`src/rtl/pss_ctrl_pkg.sv`:
```
// pss_ctrl_pkg
// Shared types and helpers for the PSS track controller.
//   state_e     : controller FSM state, 2-bit encoding fixed for debug visibility
//   N_ID_2_W    : width of an N_id_2 index
//   NUM_N_ID_2  : number of correlator chains (one per N_id_2)
package pss_ctrl_pkg;

  localparam int N_ID_2_W   = 2;
  localparam int NUM_N_ID_2 = 3;

  typedef enum logic [1:0] {
    ST_IDLE   = 2'd0,
    ST_SEARCH = 2'd1,
    ST_WAIT   = 2'd2,
    ST_WINDOW = 2'd3
  } state_e;

  // Index of the lowest set bit; lower N_id_2 wins when several chains fire at once.
  function automatic logic [N_ID_2_W-1:0] lowest_set(input logic [NUM_N_ID_2-1:0] v);
    logic [N_ID_2_W-1:0] idx;
    idx = '0;
    for (int i = NUM_N_ID_2 - 1; i >= 0; i--) begin
      if (v[i]) idx = N_ID_2_W'(i);
    end
    return idx;
  endfunction

  // One-hot correlator mask for a given N_id_2.
  function automatic logic [NUM_N_ID_2-1:0] onehot(input logic [N_ID_2_W-1:0] idx);
    return NUM_N_ID_2'(1) << idx;
  endfunction

endpackage

```
`src/rtl/pss_track_controller.sv`:
```
// pss_track_controller
// Sequences the three PSS correlator chains: all enabled while searching,
// then only the locked chain, and only inside a window around each expected
// SSB position while tracking.
// Ports:
//   clk_i, reset_i (sync, active-high)
//   enable_i          : run; low forces IDLE
//   s_axis_in_tvalid  : sample strobe, one timer tick per asserted cycle
//   peak_detected_i   : per-N_id_2 peak flags
//   correlator_en_o   : correlator enables
//   N_id_2_o          : locked N_id_2
//   N_id_2_valid_o    : high while tracking
//   peak_o / lost_o   : one-cycle event pulses
//   state_o           : FSM state for debug
module pss_track_controller
  import pss_ctrl_pkg::*;
#(
  parameter int unsigned PERIOD      = 76800,
  parameter int unsigned WINDOW_HALF = 8,
  parameter int unsigned MAX_MISSES  = 3,
  parameter int unsigned CNT_W       = $clog2(PERIOD + WINDOW_HALF + 1)
) (
  input  logic                  clk_i,
  input  logic                  reset_i,
  input  logic                  enable_i,
  input  logic                  s_axis_in_tvalid,
  input  logic [NUM_N_ID_2-1:0] peak_detected_i,
  output logic [NUM_N_ID_2-1:0] correlator_en_o,
  output logic [N_ID_2_W-1:0]   N_id_2_o,
  output logic                  N_id_2_valid_o,
  output logic                  peak_o,
  output logic                  lost_o,
  output logic [1:0]            state_o
);

  localparam int unsigned MISS_W = $clog2(MAX_MISSES + 1);

  localparam logic [CNT_W-1:0] CNT_OPEN  = CNT_W'(PERIOD - WINDOW_HALF);
  localparam logic [CNT_W-1:0] CNT_CLOSE = CNT_W'(PERIOD + WINDOW_HALF);
  // Restart value after a miss keeps the timer on the nominal SSB grid.
  localparam logic [CNT_W-1:0] CNT_MISS  = CNT_W'(WINDOW_HALF + 1);

  state_e                  state_q, state_d;
  logic [CNT_W-1:0]        cnt_q, cnt_d;
  logic [MISS_W-1:0]       miss_q, miss_d;
  logic [N_ID_2_W-1:0]     nid_q, nid_d;
  logic                    valid_q, valid_d;
  logic                    peak_q, peak_d;
  logic                    lost_q, lost_d;
  logic [NUM_N_ID_2-1:0]   en_q, en_d;

  logic [CNT_W-1:0]        cnt_inc;
  logic                    hit;
  logic                    last_miss;

  assign cnt_inc   = cnt_q + CNT_W'(1);
  assign hit       = |(peak_detected_i & onehot(nid_q));
  assign last_miss = (int'(miss_q) + 1) >= int'(MAX_MISSES);

  always_comb begin
    // NOTE: every _d gets a default before the case so no path leaves it unassigned (no latches).
    state_d = state_q;
    cnt_d   = cnt_q;
    miss_d  = miss_q;
    nid_d   = nid_q;
    valid_d = valid_q;
    peak_d  = 1'b0;
    lost_d  = 1'b0;

    if (!enable_i) begin
      state_d = ST_IDLE;
      valid_d = 1'b0;
      miss_d  = '0;
    end else begin
      unique case (state_q)
        ST_IDLE: state_d = ST_SEARCH;

        ST_SEARCH: begin
          if (|peak_detected_i) begin
            nid_d   = lowest_set(peak_detected_i);
            cnt_d   = '0;
            miss_d  = '0;
            valid_d = 1'b1;
            peak_d  = 1'b1;
            state_d = ST_WAIT;
          end
        end

        // Peaks here are late pipeline outputs from the previous hit; ignore them.
        ST_WAIT: begin
          if (s_axis_in_tvalid) begin
            cnt_d = cnt_inc;
            if (cnt_inc == CNT_OPEN) state_d = ST_WINDOW;
          end
        end

        ST_WINDOW: begin
          // A hit takes precedence over a simultaneous window close.
          if (hit) begin
            cnt_d   = '0;
            miss_d  = '0;
            peak_d  = 1'b1;
            state_d = ST_WAIT;
          end else if (s_axis_in_tvalid) begin
            if (cnt_q == CNT_CLOSE) begin
              cnt_d  = CNT_MISS;
              miss_d = miss_q + MISS_W'(1);
              if (last_miss) begin
                lost_d  = 1'b1;
                valid_d = 1'b0;
                state_d = ST_SEARCH;
              end else begin
                state_d = ST_WAIT;
              end
            end else begin
              cnt_d = cnt_inc;
            end
          end
        end

        default: state_d = ST_IDLE;
      endcase
    end

    // Enables are derived from the next state so they change on the same edge as state.
    unique case (state_d)
      ST_SEARCH: en_d = '1;
      ST_WINDOW: en_d = onehot(nid_d);
      default:   en_d = '0;
    endcase
  end

  always_ff @(posedge clk_i) begin
    if (reset_i) begin
      state_q <= ST_IDLE;
      cnt_q   <= '0;
      miss_q  <= '0;
      nid_q   <= '0;
      valid_q <= 1'b0;
      peak_q  <= 1'b0;
      lost_q  <= 1'b0;
      en_q    <= '0;
    end else begin
      // NOTE: non-blocking assignments so every register samples pre-edge values.
      state_q <= state_d;
      cnt_q   <= cnt_d;
      miss_q  <= miss_d;
      nid_q   <= nid_d;
      valid_q <= valid_d;
      peak_q  <= peak_d;
      lost_q  <= lost_d;
      en_q    <= en_d;
    end
  end

  assign correlator_en_o = en_q;
  assign N_id_2_o        = nid_q;
  assign N_id_2_valid_o  = valid_q;
  assign peak_o          = peak_q;
  assign lost_o          = lost_q;
  assign state_o         = state_q;

endmodule

```
`config.mk`:
```
export PLATFORM = sky130hd
export DESIGN_NAME = pss_track_controller
export DESIGN_NICKNAME = d
export VERILOG_FILES = /design/src/rtl/pss_ctrl_pkg.sv /design/src/rtl/pss_track_controller.sv
export SDC_FILE = /design/constraint.sdc
export NUM_CORES = 1
export LEC_CHECK = 0
export CORE_MARGIN = 4
export CORE_UTILIZATION = 63
export DETAILED_ROUTE_END_ITERATION = 16
export DONT_BUFFER_PORTS = 1
export PLACE_DENSITY_LB_ADDON = 0.3
export SYNTH_ARGS = -nofsm -noshare
export SYNTH_HDL_FRONTEND = slang
export SYNTH_SLANG_ARGS = --single-unit
```
`constraint.sdc`:
```
create_clock -name clk_i -period 2.9 [get_ports clk_i]
set_input_delay 0.435 -clock clk_i [delete_from_list [all_inputs] [get_ports clk_i]]
set_output_delay 0.435 -clock clk_i [all_outputs]
set_load 0.03 [all_outputs]
```
Word level (Yosys, flattened, before mapping)
Index checks and enable logic that the tools add are counted.
{"block": "totals", "register_bits": 29, "inputBits": 7, "output_inout_bits": 10, "elab_cells": 81}
{"block": "op_classes", "n_addsub": 3, "order_cmp": 1, "eq_ne": 15, "n_shift": 2, "n_mux": 37, "bitwise": 5, "n_reduce_logical": 10}
{"operator": "two-way mux 17 bit", "n": 5}
{"operator": "case mux 17 bit (3 select lines)", "n": 1}
{"operator": "two-way mux 2 bit", "n": 18}
{"operator": "== test 17 bit, second input constant", "n": 2}
{"operator": "adder 17 x 1 -> 17 bit, second input constant", "n": 1}
{"operator": "inequality test 2 bit, second input constant", "n": 6}
{"operator": "two-way mux 1 bit", "n": 8}
{"operator": "case mux 2 bit (4 select lines)", "n": 1}
{"operator": "OR reduction 8 bit", "n": 1}
{"operator": "== test 2 bit, second input constant", "n": 3}
{"operator": "inequality test 3 bit, second input constant", "n": 2}
{"operator": "case mux 3 bit (2 select lines)", "n": 1}
{"operator": "AND reduction 6 bit", "n": 1}
{"operator": "OR reduction 3 bit", "n": 2}
{"operator": "<< shifter 1 x 2 -> 3 bit, first input constant", "n": 2}
{"operator": "AND reduction 5 bit", "n": 1}
{"operator": "== test 2 x 1 -> 1 bit, second input constant", "n": 2}
{"operator": "NOT 1 bit", "n": 4}
{"operator": "case mux 1 bit (2 select lines)", "n": 2}
{"operator": "case mux 2 bit (2 select lines)", "n": 1}
{"operator": "AND reduction 4 bit", "n": 1}
{"operator": "adder 2 x 1 -> 3 bit, second input constant", "n": 1}
{"operator": "AND 3 bit", "n": 1}
{"operator": "greater-or-equal comparator 3 x 2 -> 1 bit, second input constant", "n": 1}
{"operator": "5 further kinds", "n": 5}

Logic depth before layout (Yosys ltp)
{"block": "logic_depth", "depth_word": 10, "ltp_mapped": 8, "ltp_nobuf": 7}

Worst setup path after synthesis
No wires, ideal clock.
{"block": "synth_timing", "kind": "register to register", "from": "register nid_q[0], in the netlist N_id_2_o[0]", "to": "register cnt_q[4]", "setup_ns": 0.087, "arrival_ns": 2.054, "required_time_ns": 2.813, "setup_slack_ns": 0.759, "stages_incl_launch_ff": 7, "period_less_slack_ns": 2.141, "path_cell_list": "dfxtp_1 > mux2i_1 > o21ai_0 > a211oi_1 > nand3_1 > buf_4 > o31ai_1"}
{"block": "synth_between", "elab_chain_len": 5}
{"element": "start: declaration", "line_no": "pss_track_controller.sv:46", "rtl": "logic [N_ID_2_W-1:0] nid_q, nid_d;"}
{"element": "start signal: assignment", "line_no": "pss_track_controller.sv:148", "rtl": "nid_q <= nid_d;"}
{"element": "<< shifter 1 x 2 -> 3 bit (*)", "line_no": "pss_ctrl_pkg.sv:30", "rtl": "return NUM_N_ID_2'(1) << idx;"}
{"element": "AND 3 bit (*)", "line_no": "pss_track_controller.sv:57", "rtl": "assign hit = |(peak_detected_i & onehot(nid_q));"}
{"element": "OR reduction 3 bit (*)", "line_no": "pss_track_controller.sv:57"}
{"element": "inequality test 3 bit (no source line) or two-way mux 17 bit (tied branches)"}
{"element": "AND reduction 5 bit (no source line) or case mux 17 bit (3 select lines) (tied branches)"}
{"element": "end signal: assignment", "line_no": "pss_track_controller.sv:146", "rtl": "cnt_q <= cnt_d;"}
{"element": "end: declaration", "line_no": "pss_track_controller.sv:44", "rtl": "logic [CNT_W-1:0] cnt_q, cnt_d;"}
Mark *: on every way between the ends. The rest lies on a longest branch, timed or not.
A chain may end at the register's enable or synchronous reset.

Worst setup path in the final report
{"block": "layout_timing", "from": "register nid_q[1], in the netlist N_id_2_o[1]", "to": "register cnt_q[2]"}
Same word-level chain as after synthesis.

==> flow_summary.ini <==
[run_status]
status = finished clean

[floorplanning]
core_mm2 = 0.00281
die_y_um = 62.7
die_area_mm2 = 0.00393
ios = 17
rows = 19
die_w_um = 62.7
start_util = 0.671

[logic_synthesis]
synth_cell_type_count = 58
synthesis.area_mm2 = 0.00188
postSynthCellCount = 235
syn_avg_cell_area_um2 = 8.01
yosysWarnings = 0
synth_nets = 246
synth-edff-count = 0
synthArstFlopShare = 0
yosysTopAreaCellShare = 0.308
synth_seq_cells = 29
synthTopCellsByArea = dfxtp_1 (31%), nand3_1 (3.5%), nand2_1 (3.4%), a32oi_1 (3.3%), inv_1 (2.8%)
yosysTopAreaCell = dfxtp_1
ys_seq_area_frac = 0.308
synth_top_flop_cell = dfxtp_1

[global_route]
antenna_found_initial = 0
grt_pass1_wl_um = 8690
grt_max_degree = 14
grtUsageTotal = 0.275
globalRoute.totalOverflow = 0
grt_pass1_vias = 1796

[timing]
fmax_ghz = 0.403
hold_violations = 0
relSlewSlack = 0.650
tightest_slew_ps = 525
period_share = 0.857
timing.setup.tns_ps = 0
rsz0062_at_grt = false
setup_violations = 0
fin_crit_ps = 2480
fin_skew_ps = 4.74
setup_slack_ps = 416
slew_violations = 0

[detailed_routing]
detail_route.wl_per_cell_um = 18.9
post-route-drc-count = 0
drt_iter0_drc = 255
drt_wl_total_um = 4990
vias_per_cell = 7.28
ant_nets = 0
drt-pass1-iter-count = 7
dr_total_vias = 1922

[job]
cap_violations = 0

[worst_setup_path]
end_kind = register
crit_buf_inv = 1
reg2regPathDepth = 6
slowest_delay_ps = 660
critPathSlowestCell = dfxtp_1
r2r_slack_ps = 420
startpoint_type = register
required_ps = 3130
arrival_ps = 2720
path_cells = and3b_1 -> a211oi_1 -> o21ai_1 -> nand3_1 -> buf_4 -> o311ai_0
cp_max_fo = 9
path_delay_family = compound AO/OA/AOI/OAI gates
r2r_start = N_id_2_o[1]
critical_path_class = reg -> reg
r2r-end = cnt_q[2]

[place]
io_buffers = 0
pre_cts_ws_ps = 455
gp_congestion = 0.865
postPlaceCellArea_mm2 = 0.00189
dp_hpwl_um = 3560

[finish]
drive_above_1_share = 0.0944
fillers = 235
nNetsFinal = 243
final_area_mm2 = 0.00194
diodes = 0
post-route-util = 0.692
layout_common_cells = dfxtp_1 (29), nand2_1 (17), inv_1 (14)
final_common_cell = dfxtp_1
syn_to_final_growth_pct = 3.12

[clock_network]
cts-root-buf = clkbuf_4
clkLatencyLatePin_ps = 340
clock_sinks = 29
numCtsBuffers = 5
cts_htree_levels = 2
post-cts-setup-buffers = 0
holdBufCountCts = 0
cts.reportedPaths.clkPinSlew_ps = 90
ctsResizeCount = 0
clockBufferDepth = 2
tritoncts = yes

[hold_path]
holdPathEnd = cnt_q[3]
min_from = reset_i
min_path_cells = 1
worstHoldPathType = in -> reg

[power]
peakVddDrop_uv = 308
cellPowerDensity_mw_per_mm2 = 365
p_leak_nw = 0.584
power_w = 0.000708
## registers in the layout (all words and copies together) (netlist names)
name,cells
cnt_q,17
correlator_en_o,3
N_id_2_o,2
miss_q,2
state_o,2
N_id_2_valid_o,1
lost_o,1
peak_o,1
## logic make-up (layout without fill, tap and decap cells)
| kind of cell | count (synthesis) | in the layout | share of synthesized area |
|---|---|---|---|
| xor gates and xnor gates | 2 | 2 | 0.00930 |
| muxes | 5 | 5 | 0.0279 |
| adders and majority gates | 4 | 4 | 0.0266 |
| AOI/OAI and AO/OA | 68 | 68 | 0.253 |
| and+or+nand+nor | 96 | 96 | 0.303 |
| buffers and inverters | 31 | 29 | 0.0724 |
| DFF | 29 | 29 | 0.308 |
## metal layers
| layer | vias to the layer above | routed length (um) | global-route usage | share of wire |
|---|---|---|---|---|
| met5 | - | 0 | 0 | 0 |
| met4 | 0 | 121 | 0.140 | 0.024 |
| met3 | 14 | 430 | 0.0683 | 0.086 |
| met2 | 118 | 2390 | 0.426 | 0.48 |
| met1 | 898 | 2050 | 0.352 | 0.41 |
| li1 | 892 | - | - | - |
## layout make-up
| type | instances | area [um2] | area share |
|---|---|---|---|
| Clock buffer | 6 | 41.3 | 0.0213 |
| Clock inverter | 2 | 10.0 | 0.00515 |
| Inverter | 14 | 52.6 | 0.0271 |
| Multi-Input combinational cell | 175 | 1170 | 0.601 |
| Sequential cell | 29 | 581 | 0.299 |
| Tap cell | 31 | 38.8 | 0.0200 |
| Timing Repair Buffer | 7 | 52.6 | 0.0271 |
## Yosys cell counts (3+ instances only)
library cell   n
a21oi_1       10
nand3_1       13
a32oi_1        7
dfxtp_1       29
or4_1          7
nor3_1         8
inv_1         14
clkbuf_1      10
nand2b_1       6
a31oi_1        8
buf_2          4
o21ai_0        9
o22ai_1        5
nand4_1        7
ha_1           4
nor2_1        13
nand2_1       17
o31ai_1        5
or3_1          3
nand3b_1       3
a211oi_1       4
mux2i_1        3
## power breakdown
group	total (W)	switching (W)	internal, W
Sequential	0.000418	0.0000141	0.000404
Clock	0.000239	0.000147	0.0000920
Combinational	0.0000513	0.0000328	0.0000185
Total	0.000708	0.000194	0.000514
## through the flow
stage | cells | hold WS, ps
global placement | 256 | 484
CTS | 264 | 137
floorplan | 235 | 470
finish | 264 | 152
detailed placement | 256 | 497
global route | 264 | 128
## how the worst max path moves through the flow
stage / depth (start not counted) / endpoint / start / slack (ps)
global placement: 6 / correlator_en_o[0] / cnt_q[0] / 590
global route: 6 / cnt_q[2] / N_id_2_o[1] / 110
CTS: 6 / cnt_q[2] / N_id_2_o[1] / 410
floorplan: 6 / cnt_q[4] / N_id_2_o[0] / 760
detailed placement: 6 / cnt_q[2] / N_id_2_o[1] / 450
finish: 6 / cnt_q[2] / N_id_2_o[1] / 420
Note: power is estimated with default switching activity, not from simulation.
